--- src/rtl/program_sayaci_ureticisi.sv ---
// ============================================================================
//  Module      : program_sayaci_ureticisi
//  Description : Fetch-stage program counter generator. Holds the current PC,
//                selects the next PC from sequential +2/+4, the predicted
//                target or the execute-stage correction, drives the fetch
//                valid/ready handshake and pulses a flush after each redirect.
//  Revision    : 1.0 - initial release
// ============================================================================
`default_nettype none

module program_sayaci_ureticisi #(
  parameter logic [31:0] BASLANGIC_ADRESI = 32'h4000_0000,
  parameter int          SAYAC_GENISLIGI  = 16
) (
  input  logic                       clk_i,
  input  logic                       rst_i,
  input  logic                       durdur_i,
  input  logic                       dallanma_hata_i,
  input  logic [31:0]                duzeltilmis_ps_i,
  input  logic                       ongoru_gecerli_i,
  input  logic [31:0]                atlanan_ps_i,
  input  logic                       buyruk_16bit_i,
  input  logic                       getir_hazir_i,
  output logic [31:0]                ps_o,
  output logic                       getir_gecerli_o,
  output logic                       getir_iptal_o,
  output logic                       ps_ongoruldu_o,
  output logic [SAYAC_GENISLIGI-1:0] hata_sayaci_o
);

  // SIFIR: one idle cycle after reset; GETIR: issuing requests;
  // TEMIZLE: one flush bubble after a redirect.
  typedef enum logic [1:0] {
    SIFIR   = 2'd0,
    GETIR   = 2'd1,
    TEMIZLE = 2'd2
  } durum_t;

  localparam logic [SAYAC_GENISLIGI-1:0] SAYAC_DOLU = {SAYAC_GENISLIGI{1'b1}};

  durum_t      durum;
  durum_t      sonraki_durum;
  logic        kabul;
  logic [31:0] artis;
  logic [31:0] duzeltilmis_hizali;
  logic [31:0] atlanan_hizali;

  // Both redirect sources are forced to halfword alignment so bit 0 of the PC
  // can never become 1.
  assign duzeltilmis_hizali = duzeltilmis_ps_i & ~32'd1;
  assign atlanan_hizali     = atlanan_ps_i     & ~32'd1;
  assign artis              = buyruk_16bit_i ? 32'd2 : 32'd4;

  // Next-state and handshake outputs; a redirect wins over everything and
  // suppresses the request in the same cycle.
  always_comb begin
    sonraki_durum   = durum;
    getir_gecerli_o = 1'b0;
    getir_iptal_o   = 1'b0;
    case (durum)
      SIFIR: begin
        sonraki_durum = GETIR;
      end
      GETIR: begin
        getir_gecerli_o = !durdur_i && !dallanma_hata_i;
        sonraki_durum   = GETIR;
      end
      TEMIZLE: begin
        getir_iptal_o = 1'b1;
        sonraki_durum = GETIR;
      end
      default: begin
        sonraki_durum = SIFIR;
      end
    endcase
    if (dallanma_hata_i) begin
      sonraki_durum = TEMIZLE;
    end
  end

  // A request is consumed only when it is actually offered and taken.
  assign kabul = (durum == GETIR) && getir_gecerli_o && getir_hazir_i;

  // State register.
  always_ff @(posedge clk_i or posedge rst_i) begin
    if (rst_i) begin
      durum <= SIFIR;
    end else begin
      durum <= sonraki_durum;
    end
  end

  // PC and predicted-flag register: redirect > stall > taken > sequential > hold.
  always_ff @(posedge clk_i or posedge rst_i) begin
    if (rst_i) begin
      ps_o           <= BASLANGIC_ADRESI;
      ps_ongoruldu_o <= 1'b0;
    end else if (dallanma_hata_i) begin
      ps_o           <= duzeltilmis_hizali;
      ps_ongoruldu_o <= 1'b0;
    end else if (durdur_i) begin
      ps_o           <= ps_o;
      ps_ongoruldu_o <= ps_ongoruldu_o;
    end else if (kabul && ongoru_gecerli_i) begin
      ps_o           <= atlanan_hizali;
      ps_ongoruldu_o <= 1'b1;
    end else if (kabul) begin
      ps_o           <= ps_o + artis;
      ps_ongoruldu_o <= 1'b0;
    end
  end

  // Saturating redirect counter; sticks at all-ones.
  always_ff @(posedge clk_i or posedge rst_i) begin
    if (rst_i) begin
      hata_sayaci_o <= '0;
    end else if (dallanma_hata_i && (hata_sayaci_o != SAYAC_DOLU)) begin
      hata_sayaci_o <= hata_sayaci_o + 1'b1;
    end
  end

endmodule

`default_nettype wire

--- config.mk ---
export PLATFORM = sky130hd
export DESIGN_NAME = program_sayaci_ureticisi
export DESIGN_NICKNAME = d
export VERILOG_FILES = /design/src/rtl/program_sayaci_ureticisi.sv
export SDC_FILE = /design/constraint.sdc
export NUM_CORES = 1
export LEC_CHECK = 0
export ABC_CLOCK_PERIOD_IN_PS = 3600
export BUFFER_PORTS_ARGS = -buffer_cell sky130_fd_sc_hd__buf_2
export CAP_MARGIN = 20
export CORE_ASPECT_RATIO = 0.7
export CORE_UTILIZATION = 50
export DETAILED_ROUTE_END_ITERATION = 10
export PLACE_DENSITY = 0.81
export SKIP_LAST_GASP = 1
export SLEW_MARGIN = 40
export SYNTH_ARGS = -nofsm -noshare
export SYNTH_HDL_FRONTEND = slang
export SYNTH_SLANG_ARGS = --single-unit
--- constraint.sdc ---
create_clock -name clk_i -period 3.6 [get_ports clk_i]
set_clock_uncertainty 0.15 [all_clocks]
set_input_delay 0.18 -clock clk_i [delete_from_list [all_inputs] [get_ports clk_i]]
set_output_delay 0.18 -clock clk_i [all_outputs]
set_load 0.02 [all_outputs]
==> results.cfg, run 1 <==
[clocking]
cts_tree = built
insertion_delay_ps = 300
htree_num_levels = 2
cts_root_buf = clkbuf_8
cts-resized-gates = 0
clk_pin_slew_ps = 90
clock-sinks = 50
cts_inserted_buffers = 5
clk_path_buf_depth = 2

[synthesis]
synthFlopType = dfrtp_1
synth_top_family_by_area = simple AND/OR/NAND/NOR gates
synthSimpleGateAreaFrac_pct = 30.8
synth_top_area_share_pct = 36.6
synth-adder-area-share_pct = 1.72
synth_edf_count = 0
synth_xor_xnor_area_share_pct = 4.70
synth_seq_area_share_pct = 37.3
async_flop_share_pct = 100
synthMuxAreaShare_pct = 2.20
ys_top_cells_by_area = dfrtp_1, a21oi_1, nor2_1, nand3_1, nand2_1
avgSynthCellArea_sq_um = 8.32
synth_cell_type_count = 65
yosysTopAreaCell = dfrtp_1
ys_ff_latch = 50
syn-num-nets = 478
synth_cells = 403
yosysWarnings = 0
synth.cell_area_sq_um = 3350
synth_compound_area_share_pct = 18.9

[critical_path]
critical_path_required_ps = 3680
path_max_fanout = 8
crit_chain = ha_1 > inv_1 > fa_1 > nand4b_4 > nor4_4 > nand3_2 > or3_1 > o21ai_1
path_class = flop to flop
crit_family = simple AND/OR/NAND/NOR gates
r2r_slack_ps = 920
cp-end-kind = flop
critPathBufInv = 1
max_stage_delay_ps = 620
startpoint_type = flop
worst_ep_arrival_time_ps = 2760
worst_path_max_delay_cell = nor4_4

[placement]
numPortBuffers = 118
pre_cts_ws_ps = 981
dp_hpwl_microns = 7020
finalWeightedCongestion = 0.887

[floorplan]
die_h_microns = 70.5
rows = 24
core-area_sq_um = 6370
die_w_microns = 99.9
start_util_pct = 52.7
die_area_sq_um = 7050
ios = 122

[sta]
fin_crit_sh_pct = 74.4
slew_viol_final = 0
slew_headroom_pct = 47.3
tightest_slew_ps = 791
hold_violations = 1
fmax_mhz = 373
rsz0062_at_grt = false
setup_ws_ps = 922
setup_viol = 0
min_period_ps = 2680
fin_tns_setup_ps = 0
hold_slack_ps = -0.517

[run_status]
status = finished with violations
violations = negative hold slack

[finish]
layout_commonest_cell = buf_2
syn_to_final_growth_pct = 26.4
fin_util_pct = 66.6
antennaDiodeCount = 0
final_cell_mix = buf_2, dfrtp_1, nor2_1
drive_gt1_share_pct = 28.5
final_nets = 597

[detailed_routing]
drt_iter0_markers = 285
finalWirelength_microns = 10100
final_antenna_net_count = 0
post_drt_wl_per_cell_microns = 16.5
viasPerCell = 5.98
vias = 3673
drc = 0
first_pass_iters = 5

[run]
drv_cap = 0

[power]
worst_ir_drop_vdd_mv = 0.191
power.leakage_uw = 0.00193
total_power_uw = 1630
p_per_area_nw_per_um2 = 384

[global_routing]
grt_usage_pct = 29.2
gr-total-overflow = 0
antenna_found_initial = 0
grt_max_degree = 51
grt_pass1_wl_microns = 16400
grt_pass1_vias = 3407

[hold_path]
hold_path_class = input port to flop
-- cell usage after synthesis, types with 2 or more instances --
cell type	instances
a211o_1	2
a211oi_1	6
a21o_1	3
a21oi_1	42
a311oi_1	4
a31oi_1	5
and3_1	5
and4_1	4
buf_1	2
buf_2	6
clkbuf_1	13
dfrtp_1	49
ha_1	3
inv_1	13
mux2_2	2
mux2i_1	4
nand2_1	38
nand2b_1	5
nand3_1	31
nand3_2	2
nand3b_1	3
nand4_1	13
nand4_2	2
nor2_1	43
nor2b_1	4
nor3_1	8
nor3_2	2
nor3b_1	5
nor4_1	6
o21ai_0	16
o221ai_1	3
o22ai_1	5
o311ai_0	2
o311ai_1	2
or3_1	3
or4_1	2
xnor2_1	10
xor2_1	8
-- per-layer routing --
metal  up-vias  global-route usage, %  routed length, microns
met4         0                   5.72                      85
met2       183                   46.4                    4540
met3        14                   5.14                     805
li1       1722                      -                       -
met5         -                      0                       0
met1      1754                   42.3                    4700
-- what timing repair did --
action,CTS,global route
setup buffers,0,0
hold endpoints to repair,60,0
hold buffers,12,0
-- worst min-delay path: stages --
cell and delay (ps):
buf_2 70, a21oi_1 60, o311ai_0 90
-- registers in the layout, summed over array words and instances, names as in the netlist --
| register | count |
|---|---|
| ps_ongoruldu_o | 1 |
| ps_o | 31 |
| hata_sayaci_o | 16 |
| durum | 2 |
-- power by group --
group	switching [uW]	leakage, uW	internal, uW	total (uW)
logic	287	0.00128	191	478
registers	112	0.000591	635	747
clock network	197	0.0000579	205	402
-- metrics by stage --
stage	cells	hold WS, ps	cell area [sq um]
3_3_place_gp	594	236	4010
4_1_cts	614	0.0168	4240
3_5_place_dp	594	167	4010
5_1_grt	614	10.2	4240
2_1_floorplan	403	61.4	3350
6_report	614	-0.517	4240
-- cell type report --
cell class	instances	area, sq um
clock buffer	5	68.8
clock inverter	3	40.0
fill	565	2120
inverter	13	51.3
multi-input combinational	318	1970
sequential	50	1250
tap	91	114
timing repair buffer	134	741
-- kinds of logic (layout without fill, tap and decap cells) --
logic type      after synthesis  in the layout
simple gates                186            186
fa+ha+maj                     4              4
xor+xnor                     18             18
other cells                   1              1
buf+inv                      35            155
mux                           7              7
compound gates              102            102
flops                        50             50
-- path summary, 6_finish.rpt --
path / endpoint / cells past startpoint / from
min reg2reg: ps_ongoruldu_o$_DFFE_PP0P_ / 2 / ps_ongoruldu_o$_DFFE_PP0P_
max reg2reg: ps_o[23]$_DFFE_PP0P_ / 8 / ps_o[1]$_DFFE_PP0P_
max in group asynchronous: hata_sayaci_o[4]$_DFFE_PP0P_ / 3 / rst_i
min in group asynchronous: hata_sayaci_o[13]$_DFFE_PP0P_ / 3 / rst_i
min: ps_o[24]$_DFFE_PP0P_ / 3 / duzeltilmis_ps_i[24]
max: ps_o[23]$_DFFE_PP0P_ / 8 / ps_o[1]$_DFFE_PP0P_
(Power assumes the default switching activity.)
==> inputs of run 2 (changes only) <==
--- a/config.mk
+++ b/config.mk
@@ -5,13 +5,13 @@
 export SDC_FILE = /design/constraint.sdc
 export NUM_CORES = 1
 export LEC_CHECK = 0
-export ABC_CLOCK_PERIOD_IN_PS = 3600
+export ABC_CLOCK_PERIOD_IN_PS = 2200
 export BUFFER_PORTS_ARGS = -buffer_cell sky130_fd_sc_hd__buf_2
 export CAP_MARGIN = 20
 export CORE_ASPECT_RATIO = 0.7
-export CORE_UTILIZATION = 50
+export CORE_UTILIZATION = 45
 export DETAILED_ROUTE_END_ITERATION = 10
-export PLACE_DENSITY = 0.81
+export PLACE_DENSITY = 0.77
 export SKIP_LAST_GASP = 1
 export SLEW_MARGIN = 40
 export SYNTH_ARGS = -nofsm -noshare
==> constraint.sdc (replaced) <==
create_clock -name clk_i -period 2.2 [get_ports clk_i]
set_clock_uncertainty 0.15 [all_clocks]
set_input_delay 0.11 -clock clk_i [delete_from_list [all_inputs] [get_ports clk_i]]
set_output_delay 0.11 -clock clk_i [all_outputs]
set_load 0.02 [all_outputs]
==> results.cfg, run 2 (synthesis gave the netlist of run 1 again) <==
[detailed_routing]
first_pass_iters = 5
final_antenna_net_count = 0
finalWirelength_microns = 10900
drt_iter0_markers = 374
vias = 3885
drc = 0
post_drt_wl_per_cell_microns = 16.5
viasPerCell = 5.91

[finish]
layout_commonest_cell = buf_2
syn_to_final_growth_pct = 40.1
largest_reg_flops = 31
antennaDiodeCount = 0
final_nets = 637
drive_gt1_share_pct = 34.1
multi_input_area_sq_um = 2070
reg.largest.list = ps_o: 31 flops, hata_sayaci_o: 16 flops, durum: 2 flops
final_cell_mix = buf_2, dfrtp_1, nor2_1
fillers = 558
fin_util_pct = 67.4
regMostFlops = ps_o
final-seq-area_sq_um = 1250

[sta]
hold_violations = 0
min_period_ps = 2200
fin_crit_sh_pct = 99.9
slew_viol_final = 0
rsz0062_at_grt = true
tightest_slew_ps = 570
setup_viol = 0
fin_tns_setup_ps = 0
fmax_mhz = 455
slew_headroom_pct = 62.0
hold_slack_ps = 0.421

[critical_path]
critical_path_required_ps = 2230
worstRegToRegCells = 9
path_max_fanout = 5
worst_ep_arrival_time_ps = 2220
crit_chain = ha_4 > inv_2 > fa_2 > nand4b_4 > nor4_4 > buf_4 > nand3_4 > nand4_1 > o311ai_2
startpoint_type = flop
cp-end-kind = flop
r2r_end = ps_o[29]$_DFFE_PP0P_
cp-startpoint = ps_o[1]$_DFFE_PP0P_
crit_path_end = ps_o[29]$_DFFE_PP0P_
path_class = flop to flop
max_stage_delay_ps = 400
critPathBufInv = 2
cp_num_cells = 9
worst_path_max_delay_cell = dfrtp_2
crit_family = simple AND/OR/NAND/NOR gates
worstReg2RegStart = ps_o[1]$_DFFE_PP0P_
r2r_slack_ps = 3

[global_routing]
grt_max_degree = 32
grt_pass1_vias = 3530
gr-total-overflow = 0
grt_usage_pct = 27.7
antenna_found_initial = 0
grt_pass1_wl_microns = 17100

[floorplan]
die_h_microns = 74.2
core-area_sq_um = 6980
ios = 122
rows = 25
die_area_sq_um = 7810
die_w_microns = 105
start_util_pct = 48.1

[placement]
finalWeightedCongestion = 0.897
dp_hpwl_microns = 7740
numPortBuffers = 118

[clocking]
clk_pin_slew_ps = 100
htree_num_levels = 2
cts_root_buf = clkbuf_8
clk_path_buf_depth = 2
insertion_delay_ps = 310
cts_inserted_buffers = 5
cts_tree = built
clock-sinks = 50

[power]
p_per_area_nw_per_um2 = 566
worst_ir_drop_vdd_mv = 0.286
power.leakage_uw = 0.00215

[run]
drv_cap = 0

[hold_path]
hold_path_class = input port to flop
min_from = atlanan_ps_i[9]

[run_status]
status = complete, no violations
[run 2: worst min path at each step]
stage                                         endpoint  slack, ps  cells after the start
after global placement    hata_sayaci_o[6]$_DFFE_PP0P_         40                      2
after CTS                         ps_o[18]$_DFFE_PP0P_        0.1                      3
after floorplan                     durum[1]$_DFF_PP0_         -9                      0
after detailed placement  hata_sayaci_o[7]$_DFFE_PP0P_         40                      2
after global routing               ps_o[9]$_DFFE_PP0P_         20                      3
final                              ps_o[9]$_DFFE_PP0P_        0.4                      3
[run 2: power breakdown]
group          internal, uW  total, uW  switching (uW)
Clock                   255        570             316
Combinational           360        864             504
Sequential             1040       1220             184
Total                  1650       2660            1000
[run 2: metrics by stage]
step / instances / total power [uW] / setup WS, ps / instance area, sq um
global route: 657 / 2800 / -115 / 4700
CTS: 653 / 2630 / -34.9 / 4590
finish: 657 / 2660 / 2.71 / 4700
detailed placement: 621 / 2040 / -106 / 4250
floorplan: 403 / 1700 / -16.4 / 3370
global placement: 621 / 2010 / 16.6 / 4250
[run 2: cell type report]
class,count,share of cell area [%]
multi-input combinational,318,44.1
sequential,50,26.7
timing repair buffer,174,23.7
tap,94,2.50
clock buffer,7,1.84
inverter,13,1.04
clock inverter,1,0.106
[run 2: worst register-to-register path: stages (launching register included)]
cell and delay (ps):
dfrtp_2 400, ha_4 130, inv_2 30, fa_2 330, nand4b_4 240, nor4_4 280
buf_4 200, nand3_4 70, nand4_1 120, o311ai_2 110
[run 2: timing repair]
| action | 4_1_cts | 5_1_grt |
|---|---|---|
| pin swaps | 3 | 6 |
| resized for setup | 6 | 14 |
| setup endpoints to repair | 4 | 13 |
| setup buffers | 2 | 3 |
| hold endpoints to repair | 41 | 1 |
| hold buffers | 22 | 1 |
[run 2: routing by layer]
metal | vias to the layer above | global-route usage (%) | wire, microns
met5 | - | 0 | 0
met4 | 0 | 6.73 | 131
met3 | 21 | 4.12 | 909
met2 | 222 | 45.8 | 4870
met1 | 1832 | 38.8 | 4940
li1 | 1810 | - | -
